### config.mk
export PLATFORM = sky130hd
export DESIGN_NAME = hc138_cs_scheduler
export DESIGN_NICKNAME = d
export VERILOG_FILES = /design/src/rtl/hc138_cs_scheduler_pkg.sv /design/src/rtl/hc138_cs_scheduler_rr_arb8.sv /design/src/rtl/hc138_cs_scheduler.sv
export SDC_FILE = /design/constraint.sdc
export NUM_CORES = 1
export LEC_CHECK = 0
export BUFFER_PORTS_ARGS = -buffer_cell sky130_fd_sc_hd__buf_2
export CELL_PAD_IN_SITES_DETAIL_PLACEMENT = 1
export CELL_PAD_IN_SITES_GLOBAL_PLACEMENT = 2
export CORE_ASPECT_RATIO = 0.6
export CORE_MARGIN = 2
export CORE_UTILIZATION = 36
export CTS_CLUSTER_DIAMETER = 60
export DETAILED_ROUTE_END_ITERATION = 7
export PLACE_DENSITY = 0.8
export SETUP_SLACK_MARGIN = 0.02
export SLEW_MARGIN = 15
export SYNTH_ARGS = -nofsm -noshare
export SYNTH_HDL_FRONTEND = slang
export SYNTH_SLANG_ARGS = --single-unit
### constraint.sdc
create_clock -name wb_clk_i -period 4.6 [get_ports wb_clk_i]
set_input_delay 1.15 -clock wb_clk_i [delete_from_list [all_inputs] [get_ports wb_clk_i]]
set_output_delay 1.15 -clock wb_clk_i [all_outputs]
set_load 0.01 [all_outputs]
### src/rtl/hc138_cs_scheduler_pkg.sv
// -----------------------------------------------------------------------------
// hc138_sched_pkg
//
// Purpose: shared types and constants for the HC138 chip-select scheduler.
//   - sched_state_t : scheduler FSM states (IDLE, ACTIVE, GUARD)
//   - G_EN / G_DIS  : HC138 enable-input patterns (G1 high, G2A/G2B low)
//   - NREQ          : number of requesters sharing the decoder
//   - onehot3       : 3-bit index to 8-bit one-hot helper
//
// Ports: none (package).
// -----------------------------------------------------------------------------
package hc138_sched_pkg;

  typedef enum logic [1:0] {
    IDLE   = 2'd0,
    ACTIVE = 2'd1,
    GUARD  = 2'd2
  } sched_state_t;

  // The decoder only drives a Y line low when G1=1 and G2A=G2B=0.
  localparam logic [2:0] G_EN  = 3'b100;
  localparam logic [2:0] G_DIS = 3'b000;

  localparam int NREQ = 8;

  function automatic logic [NREQ-1:0] onehot3(input logic [2:0] idx);
    logic [NREQ-1:0] v;
    v = '0;
    v[idx] = 1'b1;
    return v;
  endfunction

endpackage

### src/rtl/hc138_cs_scheduler_rr_arb8.sv
// -----------------------------------------------------------------------------
// rr_arb8
//
// Purpose: purely combinational 8-way round-robin picker. Starting at ptr+1
//   and wrapping modulo 8, it reports the first requester whose bit is set.
//   The search ends at ptr itself, so the last winner is picked again only
//   when it is the sole requester.
//
// Ports:
//   req  in  [7:0]  request vector
//   ptr  in  [2:0]  index of the most recent winner
//   any  out        at least one request bit is set
//   idx  out [2:0]  index of the selected requester (0 when any=0)
// -----------------------------------------------------------------------------
module rr_arb8
  import hc138_sched_pkg::*;
(
  input  logic [NREQ-1:0] req,
  input  logic [2:0]      ptr,
  output logic            any,
  output logic [2:0]      idx
);

  // Walk offsets 1..8; the first hit wins because later hits are masked
  // by 'any'. Offset 8 truncates to 0 and therefore revisits ptr last.
  always_comb begin
    logic [2:0] cand;
    any  = 1'b0;
    idx  = 3'd0;
    cand = 3'd0;
    for (int i = 1; i <= NREQ; i++) begin
      cand = ptr + i[2:0];
      if (!any && req[cand]) begin
        any = 1'b1;
        idx = cand;
      end
    end
  end

endmodule

### src/rtl/hc138_cs_scheduler.sv
// -----------------------------------------------------------------------------
// hc138_cs_scheduler
//
// Purpose: round-robin chip-select scheduler sharing one HC138 3-to-8
//   active-low decoder among 8 requesters. Exactly one Y line is low at a
//   time, each grant is capped at HOLD_MAX cycles, and GUARD_CYC dead
//   cycles separate consecutive grants. All outputs are registered.
//
// Parameters:
//   HOLD_MAX   maximum ACTIVE cycles per grant (1 .. 2**CNT_W-1)
//   GUARD_CYC  decoder-disabled cycles between grants (0 = no guard state)
//   CNT_W      width of the shared hold/guard counter
//
// Ports:
//   wb_clk_i  in        clock
//   wb_rst_i  in        synchronous active-high reset
//   en        in        scheduler enable; low blocks new grants only
//   req       in  [7:0] level-sensitive requests
//   dec_a     out [2:0] decoder select A
//   dec_g     out [2:0] decoder enable G (3'b100 on, 3'b000 off)
//   gnt       out [7:0] one-hot grant mirroring the low decoder output
//   busy      out       high in ACTIVE or GUARD
//   timeout   out       one-cycle pulse after a forced release
//
// Build option:
//   HC138_SCHED_PRIO0_EN  when defined, requester 0 wins every arbitration
//                         it takes part in and does not move the rr pointer.
// -----------------------------------------------------------------------------
module hc138_cs_scheduler
  import hc138_sched_pkg::*;
#(
  parameter int unsigned HOLD_MAX  = 16,
  parameter int unsigned GUARD_CYC = 2,
  parameter int unsigned CNT_W     = 5
) (
  input  logic            wb_clk_i,
  input  logic            wb_rst_i,
  input  logic            en,
  input  logic [NREQ-1:0] req,
  output logic [2:0]      dec_a,
  output logic [2:0]      dec_g,
  output logic [NREQ-1:0] gnt,
  output logic            busy,
  output logic            timeout
);

  localparam logic [CNT_W-1:0] HOLD_LAST  = CNT_W'(HOLD_MAX - 1);
  localparam logic [CNT_W-1:0] GUARD_LAST =
    (GUARD_CYC > 0) ? CNT_W'(GUARD_CYC - 1) : '0;
  localparam logic             HAS_GUARD  = (GUARD_CYC > 0);

  sched_state_t    state, state_nxt;
  logic [CNT_W-1:0] cnt, cnt_nxt;
  logic [2:0]       ptr, ptr_nxt;
  logic [2:0]       dec_a_nxt;
  logic [2:0]       dec_g_nxt;
  logic [NREQ-1:0]  gnt_nxt;
  logic             busy_nxt;
  logic             timeout_nxt;

  logic             arb_any;
  logic [2:0]       arb_idx;
  logic             win_any;
  logic [2:0]       win_idx;
  logic             win_upd_ptr;
  logic             cur_req;

  rr_arb8 u_arb (
    .req (req),
    .ptr (ptr),
    .any (arb_any),
    .idx (arb_idx)
  );

  // Final winner selection. The optional fixed-priority override for
  // requester 0 sits here so the picker stays a plain round-robin.
  always_comb begin
    win_any     = arb_any;
    win_idx     = arb_idx;
    win_upd_ptr = 1'b1;
`ifdef HC138_SCHED_PRIO0_EN
    if (req[0]) begin
      win_any     = 1'b1;
      win_idx     = 3'd0;
      win_upd_ptr = 1'b0;
    end
`endif
  end

  // The held request is looked up through dec_a rather than ptr because the
  // priority override can grant requester 0 without moving the pointer.
  assign cur_req = req[dec_a];

  // Next-state and next-output logic. Every register has a hold default;
  // timeout defaults low so it can only ever be a single-cycle pulse.
  always_comb begin
    state_nxt   = state;
    cnt_nxt     = cnt;
    ptr_nxt     = ptr;
    dec_a_nxt   = dec_a;
    dec_g_nxt   = dec_g;
    gnt_nxt     = gnt;
    busy_nxt    = busy;
    timeout_nxt = 1'b0;

    unique case (state)
      IDLE: begin
        dec_g_nxt = G_DIS;
        gnt_nxt   = '0;
        busy_nxt  = 1'b0;
        if (en && win_any) begin
          if (win_upd_ptr) begin
            ptr_nxt = win_idx;
          end
          dec_a_nxt = win_idx;
          dec_g_nxt = G_EN;
          gnt_nxt   = onehot3(win_idx);
          busy_nxt  = 1'b1;
          cnt_nxt   = '0;
          state_nxt = ACTIVE;
        end
      end

      ACTIVE: begin
        cnt_nxt = cnt + 1'b1;
        // A request drop takes precedence: if the requester lets go on the
        // same cycle the limit is reached, it is a normal release.
        if (!cur_req || (cnt == HOLD_LAST)) begin
          dec_g_nxt   = G_DIS;
          gnt_nxt     = '0;
          cnt_nxt     = '0;
          timeout_nxt = cur_req;
          if (HAS_GUARD) begin
            state_nxt = GUARD;
            busy_nxt  = 1'b1;
          end else begin
            state_nxt = IDLE;
            busy_nxt  = 1'b0;
          end
        end
      end

      GUARD: begin
        dec_g_nxt = G_DIS;
        gnt_nxt   = '0;
        busy_nxt  = 1'b1;
        cnt_nxt   = cnt + 1'b1;
        if (cnt == GUARD_LAST) begin
          cnt_nxt   = '0;
          busy_nxt  = 1'b0;
          state_nxt = IDLE;
        end
      end

      default: begin
        dec_g_nxt = G_DIS;
        gnt_nxt   = '0;
        busy_nxt  = 1'b0;
        cnt_nxt   = '0;
        state_nxt = IDLE;
      end
    endcase
  end

  // State and output registers. Reset is synchronous and skips the guard:
  // the decoder is disabled on the very next edge. ptr resets to 7 so that
  // requester 0 is searched first.
  always_ff @(posedge wb_clk_i) begin
    if (wb_rst_i) begin
      state   <= IDLE;
      cnt     <= '0;
      ptr     <= 3'd7;
      dec_a   <= 3'd0;
      dec_g   <= G_DIS;
      gnt     <= '0;
      busy    <= 1'b0;
      timeout <= 1'b0;
    end else begin
      state   <= state_nxt;
      cnt     <= cnt_nxt;
      ptr     <= ptr_nxt;
      dec_a   <= dec_a_nxt;
      dec_g   <= dec_g_nxt;
      gnt     <= gnt_nxt;
      busy    <= busy_nxt;
      timeout <= timeout_nxt;
    end
  end

endmodule

==> results of run 1 <==
sequential cells by signal, indices dropped and copies added (netlist names):
signal,cells
busy,1
state,2
dec_a,3
gnt,8
ptr,3
timeout,1
cnt,5
dec_g,1
cell families after synthesis:
family	Yosys count	synth area share (%)
AOI/OAI and AO/OA	72	25.3
adders and majority gates	9	5.01
buffers and inverters	28	6.45
muxes	36	23.4
DFF	24	21.4
and+or+nand+nor	76	17.1
other	1	0.167
xor gates and xnor gates	3	1.17
worst min path at each step:
stage	start	end	slack, ns
6_report	gnt[4]$_SDFFE_PP0P_	gnt[4]$_SDFFE_PP0P_	0.46
5_1_grt	gnt[3]$_SDFFE_PP0P_	gnt[3]$_SDFFE_PP0P_	0.49
4_1_cts	gnt[4]$_SDFFE_PP0P_	gnt[4]$_SDFFE_PP0P_	0.46
3_5_place_dp	gnt[4]$_SDFFE_PP0P_	gnt[4]$_SDFFE_PP0P_	0.44
3_3_place_gp	gnt[1]$_SDFFE_PP0P_	gnt[1]$_SDFFE_PP0P_	0.44
2_1_floorplan	cnt[3]$_SDFFE_PP0P_	cnt[3]$_SDFFE_PP0P_	0.48
power breakdown:
group	internal (mW)	switching (mW)
Combinational	0.525	0.783
Sequential	0.259	0.0601
Clock	0.0764	0.0655
Total	0.860	0.909
cells in the final DEF (no fill, tap or decap), types with 3 or more instances in the layout:
| master | count |
|---|---|
| o31ai_1 | 5 |
| nand2_1 | 17 |
| ha_1 | 9 |
| mux4_2 | 12 |
| o21ai_0 | 7 |
| mux2_2 | 7 |
| a211oi_1 | 7 |
| mux2i_1 | 15 |
| nor2b_1 | 5 |
| buf_2 | 24 |
| dfxtp_1 | 24 |
| a32o_1 | 4 |
| inv_1 | 12 |
| nand3_1 | 3 |
| clkbuf_8 | 4 |
| nor2_1 | 27 |
| nor3_1 | 5 |
| a21oi_1 | 12 |
| buf_4 | 5 |
| o21ai_1 | 4 |
| nand2b_1 | 3 |
synth_stat cells, drive strengths merged (4+ instances only):
cell	count	share of area [%]
buf	10	3.3
clkbuf	4	0.67
nand2	17	2.8
nor3	5	1.1
mux2i	15	6.7
o31ai	5	1.7
mux2	9	4.7
nor2	27	4.5
inv	14	2.4
mux4	12	12
a21oi	12	2.7
a211oi	8	2.9
o21ai	14	4.0
nor2b	5	1.4
a32o	4	1.8
ha	9	5.0
dfxtp	24	21
cell type report:
type	count	area (um^2)
well taps	84	105
repair buffers	29	158
fillers	733	3600
multi-input cells	198	1630
inverters	14	55.1
flip-flops and latches	24	480
clock buffers	4	55.1
metal layers:
layer | track usage (%) | vias up | share of wire, %
li1 | - | 982 | -
met1 | 33.5 | 1025 | 57
met2 | 25.3 | 51 | 38
met3 | 3.87 | 2 | 5.6
met4 | 1.48 | 0 | 0.20
met5 | 0 | - | 0
worst min-delay path, stage by stage, from the launching register on:
cell and delay [ns]:
dfxtp_1 0.33, nand2_1 0.05, o31ai_1 0.05
stage by stage:
step	cell area [um^2]	instances	setup WS [ns]	util, %	hold slack (ns)
floorplan	2250	250	1.26	-	0.476
global placement	2420	349	0.836	39.9	0.441
detailed placement	2420	349	0.850	39.9	0.445
CTS	2480	353	0.855	40.8	0.465
global route	2480	353	0.545	40.8	0.494
finish	2480	353	0.830	40.8	0.458
==> results.ini, run 1 <==
[die]
die_h_um=65.2
core_area_um2=6080
io_pins=27
start_util_pct=37.0
dieArea_um2=6910
die_x_um=106
rows=22

[clock_tree]
ctsHtreeMaxLevel=1
post-cts-setup-buffers=0
clk_latency_ns=0.27
cts_hold_buf=0
cts_tree=yes
path_clk_slew_ns=0.09
cts-root-buf=clkbuf_8
numCtsBuffers=3
cts_sinks=24
ctsResizeCount=0
clock_path_buffers=2

[critical_path]
r2r_slack_ns=0.83
path_class=flop to flop
crit_cells=11
cp_cell_sequence=buf_4 -> inv_1 -> ha_1 -> mux2_2 -> a221oi_1 -> nor3b_2 -> o21ai_2 -> or4b_4 -> o21ai_4 -> inv_4 -> a32o_1
r2r_cells=11
r2r_end=gnt[3]$_SDFFE_PP0P_
critPathArrivalTime_ns=3.93
critPathLaunch=ptr[1]$_SDFFE_PP1P_
worst_setup_path_end_kind=flop
path_delay_family=compound AO/OA/AOI/OAI gates
required_ns=4.76
timing.critical_path.buf_inv=3
cp_max_fo=16
reg2reg_from=ptr[1]$_SDFFE_PP1P_
crit_slowest_cell=or4b_4
cp-start-kind=flop
critPathMaxStageDelay_ns=0.57
crit_path_end=gnt[3]$_SDFFE_PP0P_

[sta]
slew_violations=0
finalSetupViolCount=0
tightest_slew_ns=0.821
finalHoldViolCount=0
slew_headroom_pct=44.8
fmax_mhz=265
period_share_pct=82.0
grt_setup_unrepaired=no
fin_skew_ns=0.00807
min_period_ns=3.77
finalSetupTns_ns=0

[finish]
syn_to_final_growth_pct=10.3
antenna_cells=0
drive_above_1_share_pct=24.9
nets=290

[logic_synthesis]
synth_enable_flop_cells=0
synthDistinctLibCells=66
synth-seq-cells=24
async_reset_ff_share_pct=0
ys_warn_count=0
ys_seq_area_share_pct=21.4
ys.flop_type=dfxtp_1
syn_inst=249
syn_avg_cell_area_um2=9.03
syn_area_um2=2250

[global_route]
grt_max_degree=23
grt_use_total_pct=19.8
antenna_found_initial=0
grt_pass1_vias=1929
grt_pass1_wl_mm=10.8
gr-total-overflow=0

[detailed_routing]
drtIter0Drc=170
wl_per_cell_um=18.2
via_per_inst=5.84
antenna_left=0
drt-pass1-iter-count=4
drc=0
vias=2060
routed_wl_mm=6.44

[hold_path]
hold_path_class=flop to flop
hold_depth=2

[power_and_ir_drop]
p_leak_nw=0.993
finalPower_mw=1.77
power_density_nw_per_um2=713
ir_drop_mv=0.251

[placed_design]
gp_congestion=0.850
port_buffers=24
dpl.hpwl_mm=5.03

[status]
outcome=complete, no violations

[job]
cap_violations=0

No activity file was read; power rests on OpenSTA's default activity.
==> run 2: changes to the inputs <==
==> constraint.sdc (replaced) <==
create_clock -name wb_clk_i -period 3.72 [get_ports wb_clk_i]
set_input_delay 0.93 -clock wb_clk_i [delete_from_list [all_inputs] [get_ports wb_clk_i]]
set_output_delay 0.93 -clock wb_clk_i [all_outputs]
set_load 0.01 [all_outputs]
==> results.ini, run 2 (synthesized netlist as in run 1, its figures left out) <==
[finish]
final_common_cell=nor2_1
antenna_cells=0  ; unchanged
syn_to_final_growth_pct=12.4
mostFrequentLayoutCells=nor2_1, dfxtp_1, buf_2, nand2_1, mux2i_1
multi_input_area_um2=1640  ; +0.62%
nFillCells=724  ; -1.2%
top_regs=gnt x8, cnt x5
largest_register_ffs=8  ; unchanged
register_area_um2=480  ; unchanged
finalNonFillerCells=358  ; +1.4%
drive_above_1_share_pct=27.0  ; +2.1 points
regMostFlops=gnt
nets=295  ; +1.7%
final_core_util_pct=41.5  ; +0.78 points

[critical_path]
worst_setup_path_end_kind=flop
cp_max_fo=7  ; -9
critPathMaxStageDelay_ns=0.58  ; about the same
timing.critical_path.buf_inv=1  ; -2
critPathArrivalTime_ns=3.54  ; -0.39 ns
path_class=flop to flop
r2r_end=cnt[2]$_SDFFE_PP0P_
r2r_cells=9  ; -2
cp-start-kind=flop
path_delay_family=multiplexers
reg2reg_from=ptr[1]$_SDFFE_PP1P_
crit_slowest_cell=mux2i_1
cp_cell_sequence=inv_1 -> ha_1 -> mux2i_1 -> mux4_2 -> or3b_1 -> o21ai_2 -> and2_0 -> o21ai_0 -> a21oi_1
r2r_slack_ns=0.38  ; -0.45 ns
required_ns=3.92  ; -0.84 ns

[global_route]
grt_use_total_pct=20.6  ; +0.80 points
grt_max_degree=23  ; unchanged
grt_pass1_wl_mm=11.2  ; +2.9%
grt_pass1_vias=1971  ; +2.2%
gr-total-overflow=0  ; unchanged
antenna_found_initial=0  ; unchanged

[sta]
grt_setup_unrepaired=no
timing.hold.ws_ns=0.470  ; +0.0118 ns
min_period_ns=3.34  ; -0.434 ns
finalSetupTns_ns=0  ; unchanged
tightest_slew_ns=0.746  ; -0.0746 ns
fmax_mhz=300  ; +13%
slew_headroom_pct=49.8  ; +5.0 points
period_share_pct=89.7  ; +7.7 points
fin_skew_ns=0.00272  ; -0.00536 ns
finalSetupViolCount=0  ; unchanged
slew_violations=0  ; unchanged
finalHoldViolCount=0  ; unchanged

[clock_tree]
cts_hold_buf=0  ; unchanged
cts_sinks=24  ; unchanged
numCtsBuffers=3  ; unchanged
post-cts-setup-buffers=0  ; unchanged
path_clk_slew_ns=0.08  ; about the same
ctsHtreeMaxLevel=1  ; unchanged
cts_tree=yes
clk_latency_ns=0.26  ; about the same
clock_path_buffers=2  ; unchanged
ctsResizeCount=0  ; unchanged
cts-root-buf=clkbuf_8

[power_and_ir_drop]
intPower_mw=1.09  ; +27%
p_leak_nw=1.02  ; +2.6%
p_comb_share_pct=74.8  ; +0.8 points
p_switching_mw=1.15  ; +26%
finalPower_mw=2.24  ; +27%
p_clk_share_pct=7.9  ; about the same
pwr-share-seq_pct=17.3  ; -0.7 points
ir_drop_mv=0.317  ; +26%
swShare_pct=51.2  ; -0.18 points
power_density_nw_per_um2=885  ; +24%

[die]
die_h_um=65.2  ; unchanged
die_x_um=106  ; unchanged
start_util_pct=37.0  ; unchanged
io_pins=27  ; unchanged
core_area_um2=6080  ; unchanged
rows=22  ; unchanged
dieArea_um2=6910  ; unchanged

[detailed_routing]
via_per_inst=5.75  ; -1.4%
routed.top_layer=met4
drc=0  ; unchanged
wl_met1_mm=3.81  ; +4.3%
drt-pass1-iter-count=4  ; unchanged
wl_per_cell_um=18.9  ; +3.8%
antenna_left=0  ; unchanged
dr_wl_met2_mm=2.54  ; +5.0%
vias=2059  ; -0.049%
drtIter0Drc=134  ; -21%
wl_met3_um=424  ; +17%
routed_wl_mm=6.78  ; +5.3%

[placed_design]
port_buffers=24  ; unchanged
dpl.hpwl_mm=5.36  ; +6.7%
dp.cells=354  ; +1.4%
gp_congestion=0.841  ; -1.0%

[hold_path]
hold_depth=2  ; unchanged
hold_path_class=flop to flop
hold-path-endpoint=gnt[0]$_SDFFE_PP0P_
hold_path_startpoint=gnt[0]$_SDFFE_PP0P_

[job]
cap_violations=0  ; unchanged

[status]
outcome=complete, no violations

-- run 2: changes by cell type in the layout (fill, tap and decap cells not counted) --
cell and delta:
buf_4 +5, mux2i_1 -1, mux2i_2 +1, nor4_1 -1, nor4_2 +1
-- run 2: routing by layer --
metal | vias up | global-route usage, %
met5 | - | 0
met3 | 2 | 4.56
met2 | 45 | 27.8
met1 | 1021 | 33.4
met4 | 0 | 1.48
li1 | 991 | -
-- run 2: cell type report --
type	count	area share, %
tap	84	4.16
timing repair buffer	34	7.72
inverter	14	2.18
sequential	24	19.0
clock buffer	4	2.18
multi-input combinational	198	64.8
-- run 2: power groups by stage --
stage,logic [mW],registers [mW],clock network (mW)
detailed placement,1.64,0.393,0
global route,1.82,0.399,0.193
floorplan,1.23,0.390,0
global placement,1.63,0.391,0
finish,1.67,0.387,0.176
CTS,1.65,0.387,0.182
-- run 2: worst register-to-register path: cells and delay by family, from the launching register on --
family                   cells  cell delay [ns]
flip-flops                   1             0.33
AND/OR/NAND/NOR              2             0.80
multiplexers                 2             1.05
buffers and inverters        1             0.11
adder cells (fa/ha/maj)      1             0.41
AO/OA/AOI/OAI                3             0.56
-- run 2: per-stage QoR --
step                      area [um^2]  setup WS, ns
after floorplan                  2250         0.377
after global placement           2460         0.265
after detailed placement         2460         0.263
after CTS                        2520         0.322
after global routing             2530        0.0652
final                            2530         0.384
-- run 2: worst max path at each step --
stage                             start  slack (ns)  cells past startpoint               endpoint
floorplan           ptr[0]$_SDFFE_PP1P_        0.38                     12    gnt[2]$_SDFFE_PP0P_
CTS                 ptr[1]$_SDFFE_PP1P_        0.32                     10    cnt[2]$_SDFFE_PP0P_
detailed placement               req[1]        0.26                      8    cnt[2]$_SDFFE_PP0P_
finish              ptr[1]$_SDFFE_PP1P_        0.38                      9    cnt[2]$_SDFFE_PP0P_
global placement                 req[1]        0.27                      8  state[1]$_SDFFE_PP0P_
global route        ptr[1]$_SDFFE_PP1P_        0.07                     10    gnt[1]$_SDFFE_PP0P_
==> run 3: changes to the inputs <==
--- a/config.mk
+++ b/config.mk
@@ -5,12 +5,13 @@
 export SDC_FILE = /design/constraint.sdc
 export NUM_CORES = 1
 export LEC_CHECK = 0
+export ABC_AREA = 1
 export BUFFER_PORTS_ARGS = -buffer_cell sky130_fd_sc_hd__buf_2
 export CELL_PAD_IN_SITES_DETAIL_PLACEMENT = 1
 export CELL_PAD_IN_SITES_GLOBAL_PLACEMENT = 2
 export CORE_ASPECT_RATIO = 0.6
 export CORE_MARGIN = 2
-export CORE_UTILIZATION = 36
+export CORE_UTILIZATION = 31
 export CTS_CLUSTER_DIAMETER = 60
 export DETAILED_ROUTE_END_ITERATION = 7
 export PLACE_DENSITY = 0.8
==> results.ini, run 3 <==
[sta]
finalSetupTns_ns=0  ; unchanged
tightest_slew_ns=0.549  ; -0.197 ns
finalHoldViolCount=0  ; unchanged
grt_setup_unrepaired=no
slew_headroom_pct=63.3  ; +14 points
period_share_pct=80.0  ; -9.6 points
slew_violations=0  ; unchanged
min_period_ns=2.98  ; -0.359 ns
fin_skew_ns=0.00533  ; +0.00262 ns
finalSetupViolCount=0  ; unchanged
fmax_mhz=336  ; +12%

[finish]
stdcell_area_um2=2170  ; -14%
drive_above_1_share_pct=15.8  ; -11 points
multi_input_area_um2=1260  ; -23%
final_core_util_pct=35.6  ; -5.9 points
nets=350  ; +19%
top_regs=gnt x8, cnt x5
mostFrequentLayoutCells=nand2_1, nor2_1, nand3_1, inv_1
syn_to_final_growth_pct=12.0
regMostFlops=gnt
nFillCells=824  ; +14%
final_common_cell=nand2_1
register_area_um2=480  ; unchanged
largest_register_ffs=8  ; unchanged
antenna_cells=0  ; unchanged

[job]
cap_violations=0  ; unchanged

[logic_synthesis]
yosys-top-cells-area=dfxtp_1, nand2_1, nand3_1
async_reset_ff_share_pct=0  ; unchanged
synth-seq-cells=24  ; unchanged
syn_inst=308  ; +24%
synth_common_cells=nand2_1, nor2_1, nand3_1
yosysTopAreaCell=dfxtp_1
ys_warn_count=0  ; unchanged
synth_enable_flop_cells=0  ; unchanged
syn_area_um2=1930  ; -14%
synth_top_cell_area_share_pct=24.8  ; +3.5 points
syn_avg_cell_area_um2=6.28  ; -30%
ys.flop_type=dfxtp_1
synthDistinctLibCells=33  ; -50%
ys_seq_area_share_pct=24.8  ; +3.5 points
yosysMostFrequentCell=nand2_1

[placed_design]
gp_congestion=0.807  ; -4.0%
placed_cell_area_um2=2110  ; -14%
dpl.hpwl_mm=4.88  ; -9.0%
port_buffers=24  ; unchanged

[status]
outcome=complete, no violations

[detailed_routing]
via_per_inst=4.94  ; -14%
antenna_left=0  ; unchanged
drt-pass1-iter-count=4  ; unchanged
wl_per_cell_um=14.3  ; -24%
drc=0  ; unchanged
routed_wl_mm=5.91  ; -13%
vias=2040  ; -0.92%
drtIter0Drc=85  ; -37%

[critical_path]
worst_setup_path_end_kind=flop
critPathArrivalTime_ns=3.18  ; -0.36 ns
cp-start-kind=flop
required_ns=3.92  ; about the same
path_class=flop to flop
cp_max_fo=12  ; +5

[global_route]
use_met3_pct=3.37  ; -1.2 points
grt_use_total_pct=18.0  ; -2.6 points
grt_max_degree=17  ; -26%
grt_pass1_vias=1968  ; -0.15%
gr-total-overflow=0  ; unchanged
met2_usage_pct=25.3  ; -2.5 points
grt_pass1_wl_mm=9.83  ; -12%
grtUsageMet1_pct=28.7  ; -4.7 points
antenna_found_initial=0  ; unchanged
grt.busiest_layer=met1

[die]
die_x_um=106  ; about the same
dieArea_um2=6910  ; about the same
rows=22  ; unchanged
io_pins=27  ; unchanged
die_h_um=65.2  ; about the same
core_area_um2=6080  ; unchanged
start_util_pct=31.8  ; -5.2 points

[clock_tree]
ctsResizeCount=0  ; unchanged
ctsHtreeMaxLevel=1  ; unchanged
clock_path_buffers=2  ; unchanged
cts-root-buf=clkbuf_8
cts_hold_buf=0  ; unchanged
numCtsBuffers=3  ; unchanged
clk_latency_ns=0.27  ; about the same
cts_tree=yes
path_clk_slew_ns=0.09  ; about the same
cts_sinks=24  ; unchanged
post-cts-setup-buffers=0  ; unchanged

[hold_path]
hold_path_class=flop to flop

## run 3: cell types whose count changed after synthesis, sizes merged, moves of 5 or more
cell    before  now
mux4        12    0
o31ai        5    0
nand3        3   39
nand4        0    6
nand2       17   96
a211oi       8    1
a21oi       12   18
nor2b        5    0
inv         14   34
nor2        27   38
nor3         5    0
mux2         9    0
mux2i       15    0
## run 3: stage by stage
step	instances	setup WS, ns	hold slack, ns
floorplan	309	1.27	0.483
global placement	409	0.889	0.453
finish	413	0.742	0.465
detailed placement	409	0.799	0.456
CTS	413	0.783	0.469
global route	413	0.516	0.495
## run 3: per-layer routing
| metal | part of all wire, % | routed length, um | up-vias |
|---|---|---|---|
| met4 | 0.46 | 27 | 0 |
| li1 | - | - | 1041 |
| met2 | 37 | 2160 | 45 |
| met3 | 5.5 | 326 | 4 |
| met1 | 57 | 3390 | 950 |
| met5 | 0 | 0 | - |
## run 3: final cells by class
cell class                      count  share of cell area, %
Multi-Input combinational cell    241                   58.3
Timing Repair Buffer               26                   6.24
Tap cell                           84                   4.85
Clock buffer                        4                   2.54
Inverter                           34                   5.89
Sequential cell                    24                   22.2
## run 3: logic make-up (layout without fill, tap and decap cells)
group / Yosys count / in the layout / synth area share, %
fa+ha+maj: 9 / 9 / 5.82
other cells: 1 / 2 / 0.194
buf+inv: 44 / 64 / 10.0
compound gates: 46 / 46 / 13.3
simple gates: 181 / 181 / 44.0
xor+xnor: 3 / 3 / 1.75
flops: 24 / 24 / 24.8
## run 3: final timing paths
kind | slack, ns | from | to | cells after the start
setup / recovery | 0.74 | ptr[0]$_SDFFE_PP1P_ | state[0]$_SDFFE_PP0P_ | 15
setup reg to reg | 0.74 | ptr[0]$_SDFFE_PP1P_ | state[0]$_SDFFE_PP0P_ | 15
hold / removal | 0.47 | busy$_SDFFE_PP0P_ | busy$_SDFFE_PP0P_ | 2
hold reg to reg | 0.47 | busy$_SDFFE_PP0P_ | busy$_SDFFE_PP0P_ | 2
## run 3: critical path, cell delays in order (launching register included)
cell and delay, ns:
dfxtp_1 0.35, inv_2 0.12, ha_1 0.44, inv_1 0.26
nand3_1 0.19, nand3_2 0.13, nand2_4 0.09, nor2_8 0.15
nand4_4 0.12, nor2_4 0.22, nand3b_4 0.11, nand2_1 0.07
nand2_1 0.21, nand2_1 0.18, nand2_1 0.12, o22ai_1 0.13
Power of run 3 is not shown: default switching activity piles up to over one toggle a cycle in this logic, so the estimate is an artifact.
